--- src/rtl/matched_filter_mac_if.sv ---
// Sample-in / score-out stream bundle for matched_filter_mac.
// master drives samples, slave produces scores.
interface matched_filter_mac_if #(
  parameter int SW = 8,
  parameter int MW = 16
);
  logic                 axiiv;
  logic signed [SW-1:0] axiid;
  logic                 axiir;
  logic                 axiov;
  logic signed [MW-1:0] axiod;
  logic                 match;

  modport master (
    output axiiv, axiid,
    input  axiir, axiov, axiod, match
  );

  modport slave (
    input  axiiv, axiid,
    output axiir, axiov, axiod, match
  );
endinterface

--- src/rtl/matched_filter_mac.sv ---
// Sliding-window correlator: one shared multiplier walks the template
// once per accepted sample, then saturates and thresholds the score.
module matched_filter_mac #(
  parameter int SAMPLE_DATA_WIDTH = 8,
  parameter int COEF_WIDTH        = 8,
  parameter int NUM_TAPS          = 32,
  parameter int MATCH_SCORE_WIDTH = 16
) (
  input  logic                                clk,
  input  logic                                rst_n,
  matched_filter_mac_if.slave                 bus,
  input  logic                                coef_we,
  input  logic [$clog2(NUM_TAPS)-1:0]         coef_addr,
  input  logic signed [COEF_WIDTH-1:0]        coef_data,
  input  logic signed [MATCH_SCORE_WIDTH-1:0] threshold,
  input  logic                                clear
);
  localparam int SW = SAMPLE_DATA_WIDTH;
  localparam int CW = COEF_WIDTH;
  localparam int MW = MATCH_SCORE_WIDTH;
  localparam int IW = $clog2(NUM_TAPS);
  localparam int FW = $clog2(NUM_TAPS + 1);
  localparam int PW = SW + CW;
  localparam int AW = PW + IW;

  localparam logic signed [AW-1:0] SMAX =
    {{(AW-MW+1){1'b0}}, {(MW-1){1'b1}}};
  localparam logic signed [AW-1:0] SMIN =
    {{(AW-MW+1){1'b1}}, {(MW-1){1'b0}}};
  localparam logic signed [MW-1:0] MMAX = {1'b0, {(MW-1){1'b1}}};
  localparam logic signed [MW-1:0] MMIN = {1'b1, {(MW-1){1'b0}}};

  typedef enum logic [1:0] {
    IDLE = 2'd0,
    MAC  = 2'd1,
    OUT  = 2'd2
  } state_t;

  state_t               state_q, state_d;
  logic signed [SW-1:0] win_q  [NUM_TAPS];
  logic signed [SW-1:0] win_d  [NUM_TAPS];
  logic signed [CW-1:0] coef_q [NUM_TAPS];
  logic signed [CW-1:0] coef_d [NUM_TAPS];
  logic signed [AW-1:0] acc_q, acc_d;
  logic [IW-1:0]        idx_q, idx_d;
  logic [FW-1:0]        fill_q, fill_d;
  logic                 rdy_q, rdy_d;
  logic                 axiov_q, axiov_d;
  logic signed [MW-1:0] axiod_q, axiod_d;
  logic                 match_q, match_d;

  logic signed [SW-1:0] w_sel;
  logic signed [CW-1:0] c_sel;
  logic signed [PW-1:0] prod;
  logic signed [AW-1:0] acc_sum;
  logic signed [MW-1:0] sat_v;

  always_comb begin
    w_sel   = win_q[idx_q];
    c_sel   = coef_q[idx_q];
    prod    = $signed({{CW{w_sel[SW-1]}}, w_sel} *
                      {{SW{c_sel[CW-1]}}, c_sel});
    acc_sum = acc_q + {{(AW-PW){prod[PW-1]}}, prod};
    if (acc_sum > SMAX)      sat_v = MMAX;
    else if (acc_sum < SMIN) sat_v = MMIN;
    else                     sat_v = acc_sum[MW-1:0];
  end

  always_comb begin
    state_d = state_q;
    win_d   = win_q;
    coef_d  = coef_q;
    acc_d   = acc_q;
    idx_d   = idx_q;
    fill_d  = fill_q;
    axiov_d = 1'b0;
    axiod_d = axiod_q;
    match_d = match_q;
    unique case (state_q)
      IDLE: begin
        if (coef_we) coef_d[coef_addr] = coef_data;
        if (clear) begin
          for (int k = 0; k < NUM_TAPS; k++) win_d[k] = '0;
          fill_d = '0;
        end else if (bus.axiiv && rdy_q) begin
          for (int k = NUM_TAPS-1; k > 0; k--) win_d[k] = win_q[k-1];
          win_d[0] = bus.axiid;
          if (fill_q != FW'(NUM_TAPS)) fill_d = fill_q + 1'b1;
          acc_d   = '0;
          idx_d   = '0;
          state_d = MAC;
        end
      end
      MAC: begin
        acc_d = acc_sum;
        idx_d = idx_q + 1'b1;
        if (idx_q == IW'(NUM_TAPS-1)) begin
          state_d = OUT;
          // Outputs register on the last product so the pulse lands in OUT.
          if (fill_q == FW'(NUM_TAPS)) begin
            axiov_d = 1'b1;
            axiod_d = sat_v;
            match_d = sat_v >= threshold;
          end
        end
      end
      OUT:     state_d = IDLE;
      default: state_d = IDLE;
    endcase
    rdy_d = (state_d == IDLE);
  end

  always_ff @(posedge clk or negedge rst_n) begin
    if (!rst_n) begin
      state_q <= IDLE;
      for (int k = 0; k < NUM_TAPS; k++) begin
        win_q[k]  <= '0;
        coef_q[k] <= '0;
      end
      acc_q   <= '0;
      idx_q   <= '0;
      fill_q  <= '0;
      rdy_q   <= 1'b0;
      axiov_q <= 1'b0;
      axiod_q <= '0;
      match_q <= 1'b0;
    end else begin
      state_q <= state_d;
      win_q   <= win_d;
      coef_q  <= coef_d;
      acc_q   <= acc_d;
      idx_q   <= idx_d;
      fill_q  <= fill_d;
      rdy_q   <= rdy_d;
      axiov_q <= axiov_d;
      axiod_q <= axiod_d;
      match_q <= match_d;
    end
  end

  assign bus.axiir = rdy_q;
  assign bus.axiov = axiov_q;
  assign bus.axiod = axiod_q;
  assign bus.match = match_q;
endmodule

--- src/flat_wrapper.sv ---
// flat-port wrapper written by rule: the top's interface ports become plain ports
module matched_filter_mac_flat 
#(
  parameter int SAMPLE_DATA_WIDTH = 8,
  parameter int COEF_WIDTH        = 8,
  parameter int NUM_TAPS          = 32,
  parameter int MATCH_SCORE_WIDTH = 16
)
  (clk, rst_n, coef_we, coef_addr, coef_data, threshold, clear, bus_axiiv, bus_axiid, bus_axiir, bus_axiov, bus_axiod, bus_match);
  matched_filter_mac_if #(.SW(8), .MW(16)) bus_i ();
  input  logic clk;
  input  logic rst_n;
  input  logic coef_we;
  input  logic [$clog2(NUM_TAPS)-1:0] coef_addr;
  input  logic signed [COEF_WIDTH-1:0] coef_data;
  input  logic signed [MATCH_SCORE_WIDTH-1:0] threshold;
  input  logic clear;
  input wire logic [$bits(bus_i.axiiv)-1:0] bus_axiiv;
  input wire logic [$bits(bus_i.axiid)-1:0] bus_axiid;
  output wire logic [$bits(bus_i.axiir)-1:0] bus_axiir;
  output wire logic [$bits(bus_i.axiov)-1:0] bus_axiov;
  output wire logic [$bits(bus_i.axiod)-1:0] bus_axiod;
  output wire logic [$bits(bus_i.match)-1:0] bus_match;
  assign bus_i.axiiv = bus_axiiv;
  assign bus_i.axiid = bus_axiid;
  assign bus_axiir = bus_i.axiir;
  assign bus_axiov = bus_i.axiov;
  assign bus_axiod = bus_i.axiod;
  assign bus_match = bus_i.match;
  matched_filter_mac #(.SAMPLE_DATA_WIDTH(SAMPLE_DATA_WIDTH), .COEF_WIDTH(COEF_WIDTH), .NUM_TAPS(NUM_TAPS), .MATCH_SCORE_WIDTH(MATCH_SCORE_WIDTH)) u_core (.clk(clk), .rst_n(rst_n), .bus(bus_i), .coef_we(coef_we), .coef_addr(coef_addr), .coef_data(coef_data), .threshold(threshold), .clear(clear));
endmodule
--- config.mk ---
export PLATFORM = sky130hd
export DESIGN_NAME = matched_filter_mac_flat
export DESIGN_NICKNAME = d
export VERILOG_FILES = /design/src/rtl/matched_filter_mac_if.sv /design/src/rtl/matched_filter_mac.sv /design/src/flat_wrapper.sv
export SDC_FILE = /design/constraint.sdc
export NUM_CORES = 1
export LEC_CHECK = 0
export BUFFER_PORTS_ARGS = -buffer_cell sky130_fd_sc_hd__buf_4
export CELL_PAD_IN_SITES_DETAIL_PLACEMENT = 1
export CELL_PAD_IN_SITES_GLOBAL_PLACEMENT = 2
export CORE_ASPECT_RATIO = 1.5
export CORE_MARGIN = 5
export CORE_UTILIZATION = 23
export CTS_BUF_LIST = sky130_fd_sc_hd__clkbuf_2 sky130_fd_sc_hd__clkbuf_4 sky130_fd_sc_hd__clkbuf_8
export CTS_CLUSTER_DIAMETER = 40
export DETAILED_ROUTE_END_ITERATION = 12
export HOLD_SLACK_MARGIN = 0.05
export PLACE_DENSITY = 0.45
export SYNTH_ARGS = -nofsm -noshare
export SYNTH_HDL_FRONTEND = slang
export SYNTH_SLANG_ARGS = --single-unit
--- constraint.sdc ---
create_clock -name clk -period 13.1 [get_ports clk]
set_input_delay 1.31 -clock clk [delete_from_list [all_inputs] [get_ports clk]]
set_output_delay 1.31 -clock clk [all_outputs]
set_load 0.005 [all_outputs]
==> results by group, run 1 <==
Yosys
  – Syn. warnings: 0
  – #FFs+latches synth: 565
  – Area contributors post-synth: dfrtp_1, mux4_2, mux2_2
  – Post-synthesis sequential area ratio: 48.6%
  – Avg Inst Size Synth: 13.5 sq um
  – Post-Syn Instances: 2160
  – Syn Std Cell Area: 29100 sq um
  – Yosys top cell by area: dfrtp_1
  – Top_reg_cell synth: dfrtp_1
  – Syn_nets: 2330
  – Area share of the largest cell type after synthesis: 48.6%
  – Number of synthesized flops with an enable pin: 0
  – Share of async-settable or async-resettable flops after synthesis: 100%
  – Synth cell types: 72

Clocking
  – Clock transition at the registers of the reported paths: 0.06 ns
  – CTS H-tree depth: 3
  – Post-cts resize count: 0
  – Inserted Clock Buffers: 108
  – CTS root buf: clkbuf_8
  – CTS tree: yes
  – Clock insertion delay at the later pin of the skew report: 0.78 ns
  – Longest Clk Path Bufs: 3
  – Post CTS Setup Buffer Count: 0
  – Clock sink count: 565
  – Post-CTS Hold Fix Bufs: 0

Die
  – Die Area: 134000 sq um
  – IO Count: 61
  – Row count: 159
  – Initial Util: 23.2%
  – Die H: 446 microns
  – Core area: 126000 sq um
  – Die width: 300 microns

STA
  – Period minus WS final: 11.78 ns
  – Actual slew at the worst max-slew pin: 1.23 ns
  – Clk_skew: 0.0396 ns
  – Hold Violations, Final: 0
  – Fmax: 84.9 MHz
  – Final Setup Violations: 0
  – RSZ-0062 raised after global routing: false
  – Slew margin rel.: 18.0%
  – Minimum hold slack: 0.495 ns
  – Sum of negative setup slack: 0 ns
  – Slew Limit Fails: 0
  – Period utilization: 89.9%

Critical path
  – Critical path buffer and inverter count: 5
  – Top delay family on crit path: compound AO/OA/AOI/OAI gates
  – Worst EP required: 13.74 ns
  – Max FO, Critical Path: 40
  – Worst Setup End Kind: register
  – Slowest cell delay on critical path: 0.91 ns
  – Critical Path AT: 12.42 ns
  – Slowest stage cell, crit path: dfrtp_4
  – Crit path kind: reg2reg
  – Crit path launch type: register

Route
  – Initial drt markers: 846
  – DR DRC count: 0
  – Drt wl/cell: 21.8 microns
  – Initial DRT Pass Iterations: 4
  – Post-route ant nets: 0
  – Vias after detailed routing: 18600
  – Via density per instance: 4.63
  – DRT Wirelength: 87500 microns

Place
  – Dpl hpwl: 58700 microns
  – PortBufs: 60
  – Gpl congestion: 0.761

Layout
  – Area grow syn2layout: 17.0%
  – Filler Cell Count: 13500
  – Register Area: 14100 sq um
  – Multi-input combinational cell area: 13900 sq um
  – Final #Nets: 2399
  – Share of cells above drive strength 1: 32.9%

Min path
  – Hold crit path type: reg2reg

Power
  – PD cells: 201 nW/um^2
  – Worst VDD drop: 107 uV
  – P_leak: 0.0155 uW

Global routing
  – Tot GR Track Use: 13.2%
  – Grt total ovfl: 0
  – Initial antenna violation count: 1
  – Largest net degree at the start of global routing: 173
  – Vias in the first global route: 21100
  – First-pass GRT wire length: 137000 microns

Run status
  – Status: completed

Run
  – Max Cap Viol: 0
## per-stage QoR
step / worst slack, ns / cells / instance area [sq um] / total power, uW / utilization [%]
finish: 1.32 / 4007 / 34000 / 6840 / 27.1
detailed placement: 1.26 / 3809 / 31500 / 4960 / 25.1
floorplan: 3.19 / 2160 / 29100 / 3980 / -
CTS: 1.21 / 4006 / 34000 / 7050 / 27.1
global route: 0.387 / 4007 / 34000 / 7340 / 27.1
global placement: 1.42 / 3809 / 31500 / 4920 / 25.1
## kinds of logic (layout without fill, tap and decap cells)
kind of cell	count (synthesis)	in the layout	synth area share, %
xor gates and xnor gates	38	38	1.25
adders and majority gates	128	128	6.95
buffers and inverters	274	430	3.69
other	0	1	0
and+or+nand+nor	290	290	4.79
AOI/OAI and AO/OA	432	432	11.8
DFF	565	565	48.6
muxes	433	433	22.9
## layout make-up
| cell class | instances | share of cell area [%] |
|---|---|---|
| sequential | 565 | 41.6 |
| multi-input combinational | 1321 | 40.9 |
| tap | 1690 | 6.21 |
| clock buffer | 165 | 6.12 |
| timing repair buffer | 111 | 2.69 |
| inverter | 122 | 1.35 |
| clock inverter | 32 | 1.18 |
| antenna | 1 | 0.00735 |
## report_power, final
part	switching [uW]	leakage (uW)	internal (uW)
logic	1570	0.00641	1070
registers	243	0.00772	1960
clock network	833	0.00132	1170
## flip-flops by register name, summed over array words and instances (netlist names)
name,count
u_core.coef_q,256
u_core.acc_q,21
u_core.fill_q,6
u_core.bus.axiir,1
u_core.bus.axiov,1
u_core.state_q,2
u_core.bus.axiod,16
u_core.win_q,256
u_core.idx_q,5
u_core.bus.match,1
## synthesized netlist by cell type (20+ instances only)
master,number
fa_1,56
inv_1,122
mux4_2,160
clkbuf_1,117
ha_1,72
a22o_1,258
nand3_1,20
buf_2,20
nand2_1,75
o21ai_0,38
nor2_1,101
xnor2_1,20
a21oi_1,34
mux2_2,256
dfrtp_1,565
## cells in the final DEF, fill, tap and decap left out, drive strengths merged, types with 13 or more instances in the layout
cell type  count
clkinv        19
mux2         256
ha            72
a22o         258
mux2i         17
dfrtp        565
a21o          18
inv          125
o22ai         13
clkbuf       165
a21oi         36
mux4         160
or2           13
nor2b         16
nor2         101
xnor2         21
nand2         76
xor2          16
fa            56
nand3         20
buf          111
o21ai         44
a32oi         15
nor4          15
## worst register-to-register path: cells and delay by family, from the launching register on
kind | cells | cell delay (ns)
AO/OA/AOI/OAI | 15 | 3.11
XOR/XNOR | 2 | 0.99
multiplexers | 3 | 1.54
buffers and inverters | 5 | 0.80
AND/OR/NAND/NOR | 6 | 1.31
adder cells (fa/ha/maj) | 7 | 3.02
flip-flops | 1 | 0.91
## routing by layer
metal  vias to the layer above  track usage, %  share of wire (%)
met5                         -               0                  0
met4                         0            3.88                2.4
met3                       123            2.24                2.9
met2                       226            24.4                 54
met1                      9977            15.6                 41
li1                       8224               -                  -
## path summary, 6_finish.rpt
path	start	endpoint	slack, ns	cells past startpoint
worst min register to register	u_core.acc_q[9]$_DFFE_PN0P_	u_core.acc_q[9]$_DFFE_PN0P_	0.50	2
worst min-delay path	u_core.acc_q[9]$_DFFE_PN0P_	u_core.acc_q[9]$_DFFE_PN0P_	0.50	2
worst max register to register	u_core.idx_q[1]$_DFFE_PN0P_	u_core.bus.match$_DFFE_PN0P_	1.32	38
worst max-delay path	u_core.idx_q[1]$_DFFE_PN0P_	u_core.bus.match$_DFFE_PN0P_	1.32	38
max in group asynchronous	rst_n	u_core.idx_q[1]$_DFFE_PN0P_	10.12	3
min in group asynchronous	rst_n	u_core.win_q[205]$_DFFE_PN0P_	0.56	1
Note: power is estimated with default switching activity, not from simulation.
==> run 2: changes to the inputs <==
==> constraint.sdc (replaced) <==
create_clock -name clk -period 13.9 [get_ports clk]
set_input_delay 1.39 -clock clk [delete_from_list [all_inputs] [get_ports clk]]
set_output_delay 1.39 -clock clk [all_outputs]
set_load 0.005 [all_outputs]
==> run 2 against run 1 <==
  * Setup slack better by 0.42 ns
  * Sequential power down 8%
  * Clock skew up 0.0086 ns
  * Clock-buffer cell count up 6
  * Power down 4.1%
  * Die area unchanged
  * Critical path type unchanged
  * Largest cell class unchanged
==> results by group, run 2 (same netlist as run 1, synthesis figures left out) <==
Run status
  – Status: completed

Power
  – Part of the power in the clock network: 30.6% (+1.3 points)
  – Comb power frac: 38.6% (about the same)
  – P_leak: 0.0154 uW (about the same)
  – Cell Int Power: 4050 uW (-3.5%)
  – Worst VDD drop: 76.0 uV (-29%)
  – PD cells: 192 nW/um^2 (-4.3%)
  – Sw Share: 38.2% (-0.38 points)
  – Sequential share of power: 30.8% (-1.4 points)
  – Switching Power: 2510 uW (-5.0%)

Layout
  – Commonest non-fill, non-tap cell in the layout: dfrtp_1
  – Largest regs: u_core.coef_q (256), u_core.win_q (256), u_core.acc_q (21)
  – Final #Nets: 2377 (-0.92%)
  – Commonest cells after routing, fill and taps aside: dfrtp_1, a22o_1, mux2_2
  – Fin area: 34100 sq um (+0.25%)
  – Filler Cell Count: 13500 (+0.16%)
  – Area grow syn2layout: 17.3%
  – Share of cells above drive strength 1: 32.5% (-0.44 points)

Place
  – Placement Cell Area: 31400 sq um (-0.41%)
  – Gpl congestion: 0.749 (-1.5%)
  – Dpl hpwl: 57700 microns (-1.8%)
  – PortBufs: 60 (unchanged)

STA
  – Slew Limit Fails: 0 (unchanged)
  – Clk_skew: 0.0482 ns (+0.00864 ns)
  – Period minus WS final: 12.16 ns (+0.375 ns)
  – Period utilization: 87.4% (-2.5 points)
  – Sum of negative setup slack: 0 ns (unchanged)
  – Final Setup Violations: 0 (unchanged)
  – Fmax: 82.3 MHz (-3.1%)
  – RSZ-0062 raised after global routing: false
  – Hold Violations, Final: 0 (unchanged)
  – Actual slew at the worst max-slew pin: 1.16 ns (-0.0690 ns)
  – Slew margin rel.: 22.5% (+4.5 points)

Clocking
  – Clock insertion delay at the later pin of the skew report: 0.77 ns (about the same)
  – Post-cts resize count: 0 (unchanged)
  – Post CTS Setup Buffer Count: 0 (unchanged)
  – Longest Clk Path Bufs: 3 (unchanged)
  – Inserted Clock Buffers: 107 (-0.93%)
  – Clock sink count: 565 (unchanged)
  – Clock transition at the registers of the reported paths: 0.06 ns (about the same)
  – Post-CTS Hold Fix Bufs: 0 (unchanged)
  – CTS root buf: clkbuf_8
  – CTS tree: yes
  – CTS H-tree depth: 3 (unchanged)

Route
  – Initial DRT Pass Iterations: 4 (unchanged)
  – Post-route ant nets: 0 (unchanged)
  – Vias after detailed routing: 18500 (-0.40%)
  – Initial drt markers: 732 (-13%)
  – Via density per instance: 4.63 (about the same)
  – Drt wl/cell: 21.5 microns (-1.4%)
  – DR DRC count: 0 (unchanged)
  – DRT Wirelength: 86000 microns (-1.7%)

Critical path
  – CP dominant cell by count: o21a_1
  – Crit path launch type: register
  – Slowest cell delay on critical path: 0.81 ns (-0.10 ns)
  – Crit path kind: reg2reg
  – Max FO, Critical Path: 42 (+5.0%)
  – Worst Setup End Kind: register
  – Worst EP required: 14.50 ns (+0.76 ns)
  – Slowest stage cell, crit path: dfrtp_4
  – Critical Path AT: 12.75 ns (+0.33 ns)

Global routing
  – Vias in the first global route: 21200 (+0.48%)
  – Grt total ovfl: 0 (unchanged)
  – First-pass GRT wire length: 134000 microns (-1.8%)
  – Largest net degree at the start of global routing: 164 (-5.2%)
  – Initial antenna violation count: 2 (+1)
  – Tot GR Track Use: 12.9% (-0.29 points)

Die
  – Die H: 446 microns (unchanged)
  – Core area: 126000 sq um (unchanged)
  – Initial Util: 23.2% (unchanged)
  – Die width: 300 microns (unchanged)
  – Die Area: 134000 sq um (unchanged)
  – Row count: 159 (unchanged)
  – IO Count: 61 (unchanged)

Min path
  – Hold crit path type: reg2reg

Run
  – Max Cap Viol: 0 (unchanged)
## run 2: critical path, delay by kind of cell (launching register included)
kind            cells  cell delay [ns]
flops               1             0.81
compound gates     20             4.65
buf+inv             3             0.48
mux                 3             1.91
fa+ha+maj           7             3.17
simple gates        4             0.89
## run 2: final timing paths
path                                                  startpoint                                to  slack (ns)  cells past startpoint
worst min register to register  u_core.bus.axiod[15]$_DFFE_PN0P_  u_core.bus.axiod[15]$_DFFE_PN0P_        0.49                      1
min in group asynchronous                                  rst_n     u_core.win_q[251]$_DFFE_PN0P_        0.68                      1
max in group asynchronous                                  rst_n    u_core.coef_q[160]$_DFFE_PN0P_       10.95                      3
worst max-delay path                 u_core.idx_q[0]$_DFFE_PN0P_      u_core.bus.match$_DFFE_PN0P_        1.74                     37
worst max register to register       u_core.idx_q[0]$_DFFE_PN0P_      u_core.bus.match$_DFFE_PN0P_        1.74                     37
worst min-delay path            u_core.bus.axiod[15]$_DFFE_PN0P_  u_core.bus.axiod[15]$_DFFE_PN0P_        0.49                      1
## run 2: per-stage QoR
stage | std cells | power [uW] | utilization [%] | setup WS [ns] | hold slack (ns)
finish | 3994 | 6560 | 27.2 | 1.74 | 0.488
floorplan | 2160 | 3750 | - | 3.99 | 0.456
detailed placement | 3788 | 4670 | 25.0 | 1.60 | 0.481
global route | 3994 | 7000 | 27.2 | 0.857 | 0.514
global placement | 3788 | 4620 | 25.0 | 1.85 | 0.478
CTS | 3991 | 6750 | 27.2 | 1.56 | 0.491
## run 2: power groups by stage
stage	sequential [uW]	clock, uW	combinational [uW]
floorplan	1940	0	1810
global placement	2050	0	2570
detailed placement	2060	0	2610
CTS	2030	2100	2620
global route	2050	2170	2780
finish	2020	2010	2530
## run 2: layout make-up
class / count / area, sq um / area share [%]
inverter: 122 / 458 / 1.34
timing repair buffer: 90 / 783 / 2.30
tap: 1690 / 2110 / 6.20
clock buffer: 171 / 2180 / 6.40
clock inverter: 32 / 509 / 1.49
sequential: 565 / 14100 / 41.5
multi-input combinational: 1321 / 13900 / 40.8
antenna: 3 / 7.51 / 0.0220
## run 2: routing by layer
| metal | track usage (%) | routed length (microns) | part of all wire, % |
|---|---|---|---|
| met1 | 14.8 | 34500 | 40 |
| met2 | 24.5 | 47900 | 56 |
| met3 | 2.01 | 2170 | 2.5 |
| met4 | 3.79 | 1450 | 1.7 |
| met5 | 0 | 0 | 0 |
==> run 3: changes to the inputs <==
--- a/config.mk
+++ b/config.mk
@@ -5,6 +5,7 @@
 export SDC_FILE = /design/constraint.sdc
 export NUM_CORES = 1
 export LEC_CHECK = 0
+export ABC_AREA = 1
 export BUFFER_PORTS_ARGS = -buffer_cell sky130_fd_sc_hd__buf_4
 export CELL_PAD_IN_SITES_DETAIL_PLACEMENT = 1
 export CELL_PAD_IN_SITES_GLOBAL_PLACEMENT = 2
@@ -15,7 +16,7 @@
 export CTS_CLUSTER_DIAMETER = 40
 export DETAILED_ROUTE_END_ITERATION = 12
 export HOLD_SLACK_MARGIN = 0.05
-export PLACE_DENSITY = 0.45
+export PLACE_DENSITY_LB_ADDON = 0.25
 export SYNTH_ARGS = -nofsm -noshare
 export SYNTH_HDL_FRONTEND = slang
 export SYNTH_SLANG_ARGS = --single-unit
==> constraint.sdc (replaced) <==
create_clock -name clk -period 11.9 [get_ports clk]
set_input_delay 1.19 -clock clk [delete_from_list [all_inputs] [get_ports clk]]
set_output_delay 1.19 -clock clk [all_outputs]
set_load 0.005 [all_outputs]
==> run 3 against run 2 <==
  * Maximum frequency up 21%
  * Highest routed layer unchanged
  * Final cell count grew 33%
  * Setup slack better by 0.077 ns
==> results by group, run 3 <==
Clocking
  – Clock insertion delay at the later pin of the skew report: 0.80 ns (+0.03 ns)
  – CTS tree: yes
  – Clock sink count: 565 (unchanged)
  – Clock transition at the registers of the reported paths: 0.05 ns (about the same)
  – CTS root buf: clkbuf_8
  – Post-cts resize count: 0 (unchanged)
  – Longest Clk Path Bufs: 3 (unchanged)
  – Post CTS Setup Buffer Count: 0 (unchanged)
  – CTS H-tree depth: 3 (unchanged)
  – Inserted Clock Buffers: 111 (+3.7%)
  – Post-CTS Hold Fix Bufs: 0 (unchanged)

Yosys
  – Post-Syn Instances: 3515 (+63%)
  – Number of synthesized flops with an enable pin: 0 (unchanged)
  – Syn. warnings: 0 (unchanged)
  – Count leader, synth: nand2_1
  – Syn Std Cell Area: 29300 sq um (+0.71%)
  – Share of async-settable or async-resettable flops after synthesis: 100% (unchanged)
  – Area share of the largest cell type after synthesis: 48.3% (-0.34 points)
  – Post-synthesis sequential area ratio: 48.3% (-0.34 points)
  – Top_reg_cell synth: dfrtp_1
  – Synth cell types: 42 (-42%)
  – Yosys top cell by area: dfrtp_1
  – Syn_nets: 3685 (+58%)
  – Avg Inst Size Synth: 8.34 sq um (-38%)
  – Commonest cells post-synth: nand2_1, dfrtp_1, o21ai_0
  – Area contributors post-synth: dfrtp_1, o21ai_0, nand2_1
  – #FFs+latches synth: 565 (unchanged)

Route
  – Initial DRT Pass Iterations: 4 (unchanged)
  – Drt wl/cell: 19.3 microns (-10%)
  – DRT Wirelength: 102000 microns (+19%)
  – Vias after detailed routing: 24400 (+32%)
  – Post-route ant nets: 0 (unchanged)
  – Initial drt markers: 907 (+24%)
  – Via density per instance: 4.60 (-0.52%)
  – DR DRC count: 0 (unchanged)

Critical path
  – Top delay family on crit path: adder cells
  – Slowest stage cell, crit path: dfrtp_4
  – Critical path buffer and inverter count: 9 (+6)
  – Max FO, Critical Path: 51 (+21%)
  – Slowest cell delay on critical path: 0.68 ns (-0.13 ns)
  – Crit path launch type: register
  – CP dominant cell by count: nand2_1
  – Crit path kind: reg2reg
  – Worst Setup End Kind: register
  – Worst EP required: 12.61 ns (-1.89 ns)
  – Critical Path AT: 10.79 ns (-1.96 ns)

Place
  – PortBufs: 60 (unchanged)
  – Placement Cell Area: 31300 sq um (-0.22%)
  – Gpl congestion: 0.787 (+5.0%)
  – Dpl hpwl: 65100 microns (+13%)

Layout
  – Commonest non-fill, non-tap cell in the layout: nand2_1
  – Area grow syn2layout: 16.0%
  – Share of cells above drive strength 1: 10.3% (-22 points)
  – Final #Nets: 3671 (+54%)
  – Fin area: 34000 sq um (-0.41%)
  – Commonest cells after routing, fill and taps aside: nand2_1, dfrtp_1, o21ai_0
  – Largest regs: u_core.coef_q (256), u_core.win_q (256), u_core.acc_q (21)
  – Filler Cell Count: 14900 (+11%)

Die
  – Core area: 127000 sq um (+0.95%)
  – Row count: 160 (+0.63%)
  – Die H: 447 microns (+0.34%)
  – IO Count: 61 (unchanged)
  – Die Area: 135000 sq um (+0.69%)
  – Initial Util: 23.1% (-0.056 points)
  – Die width: 301 microns (+0.34%)

Run
  – Max Cap Viol: 0 (unchanged)

STA
  – Final Setup Violations: 0 (unchanged)
  – Fmax: 99.2 MHz (+21%)
  – Actual slew at the worst max-slew pin: 1.11 ns (-0.0524 ns)
  – Period minus WS final: 10.08 ns (-2.08 ns)
  – Slew Limit Fails: 0 (unchanged)
  – Hold Violations, Final: 0 (unchanged)
  – Sum of negative setup slack: 0 ns (unchanged)
  – Period utilization: 84.7% (-2.8 points)
  – RSZ-0062 raised after global routing: false
  – Clk_skew: 0.0417 ns (-0.00652 ns)
  – Slew margin rel.: 26.2% (+3.8 points)

Global routing
  – Initial antenna violation count: 3 (+1)
  – Vias in the first global route: 26800 (+26%)
  – First-pass GRT wire length: 160000 microns (+19%)
  – Grt total ovfl: 0 (unchanged)
  – Largest net degree at the start of global routing: 177 (+7.9%)
  – Tot GR Track Use: 15.1% (+2.2 points)

Run status
  – Status: completed

Min path
  – Hold crit path type: in2async
[run 3: cell types whose count changed after synthesis, sizes merged, moves of 77 or more]
cell,before,now
mux2,256,0
inv,122,468
nor2,101,234
a21oi,36,136
nand2,76,656
o21ai,44,554
o22ai,13,297
a22o,258,14
nand3,20,97
mux4,160,0
[run 3: worst register-to-register path, delay by kind of cell, from the launching register on]
family / cells / cell delay [ns]
adders and majority gates: 7 / 3.10
and+or+nand+nor: 19 / 3.07
AOI/OAI and AO/OA: 10 / 1.61
buffers and inverters: 9 / 1.43
DFF: 1 / 0.68
xor gates and xnor gates: 1 / 0.13
[run 3: metal layers]
metal / vias to the layer above / GRT usage (%) / part of all wire (%)
li1: 11700 / - / -
met1: 12300 / 17.4 / 41
met2: 290 / 28.3 / 53
met3: 160 / 2.09 / 2.8
met4: 0 / 5.32 / 3.1
met5: - / 0 / 0
[run 3: path summary, 6_finish.rpt]
| check | start | to | slack [ns] | depth (start not counted) |
|---|---|---|---|---|
| max in group asynchronous | rst_n | u_core.win_q[193]$_DFFE_PN0P_ | 9.31 | 3 |
| worst max register to register | u_core.idx_q[1]$_DFFE_PN0P_ | u_core.bus.match$_DFFE_PN0P_ | 1.82 | 46 |
| worst min-delay path | rst_n | u_core.acc_q[17]$_DFFE_PN0P_ | 0.41 | 1 |
| min in group clk | u_core.bus.axiod[6]$_DFFE_PN0P_ | u_core.bus.axiod[6]$_DFFE_PN0P_ | 0.48 | 2 |
| worst max-delay path | u_core.idx_q[1]$_DFFE_PN0P_ | u_core.bus.match$_DFFE_PN0P_ | 1.82 | 46 |
| worst min register to register | u_core.bus.axiod[6]$_DFFE_PN0P_ | u_core.bus.axiod[6]$_DFFE_PN0P_ | 0.48 | 2 |
[run 3: cells by family (layout without fill, tap and decap cells)]
family / Yosys count / in the layout / synth area share [%]
XOR/XNOR: 26 / 26 / 0.777
flip-flops: 565 / 565 / 48.3
AND/OR/NAND/NOR: 1054 / 1054 / 15.0
adder cells (fa/ha/maj): 128 / 128 / 6.90
AO/OA/AOI/OAI: 1044 / 1044 / 19.8
other: 0 / 1 / 0
buffers and inverters: 698 / 782 / 9.35
[run 3: final cells by class]
cell class | instances | area, sq um | area share [%]
flip-flops and latches | 565 | 14100 | 41.6
multi-input cells | 2252 | 12400 | 36.6
clock buffers | 175 | 2200 | 6.48
well taps | 1701 | 2130 | 6.26
inverters | 471 | 1790 | 5.25
repair buffers | 100 | 846 | 2.49
clock inverters | 36 | 427 | 1.26
diodes | 1 | 2.50 | 0.00736
[run 3: per-stage QoR]
step / utilization, % / worst slack [ns] / instances / hold WS (ns)
6_report: 26.8 / 1.82 / 5301 / 0.405
3_3_place_gp: 24.7 / 1.66 / 5089 / 0.460
5_1_grt: 26.8 / 0.953 / 5301 / 0.434
2_1_floorplan: - / 4.12 / 3515 / 0.448
4_1_cts: 26.8 / 1.66 / 5300 / 0.367
3_5_place_dp: 24.7 / 1.70 / 5089 / 0.468
Power of run 3 is left out: the tool's default activity adds up to more than one toggle a clock period on the data nets, which glitch-free logic cannot reach.
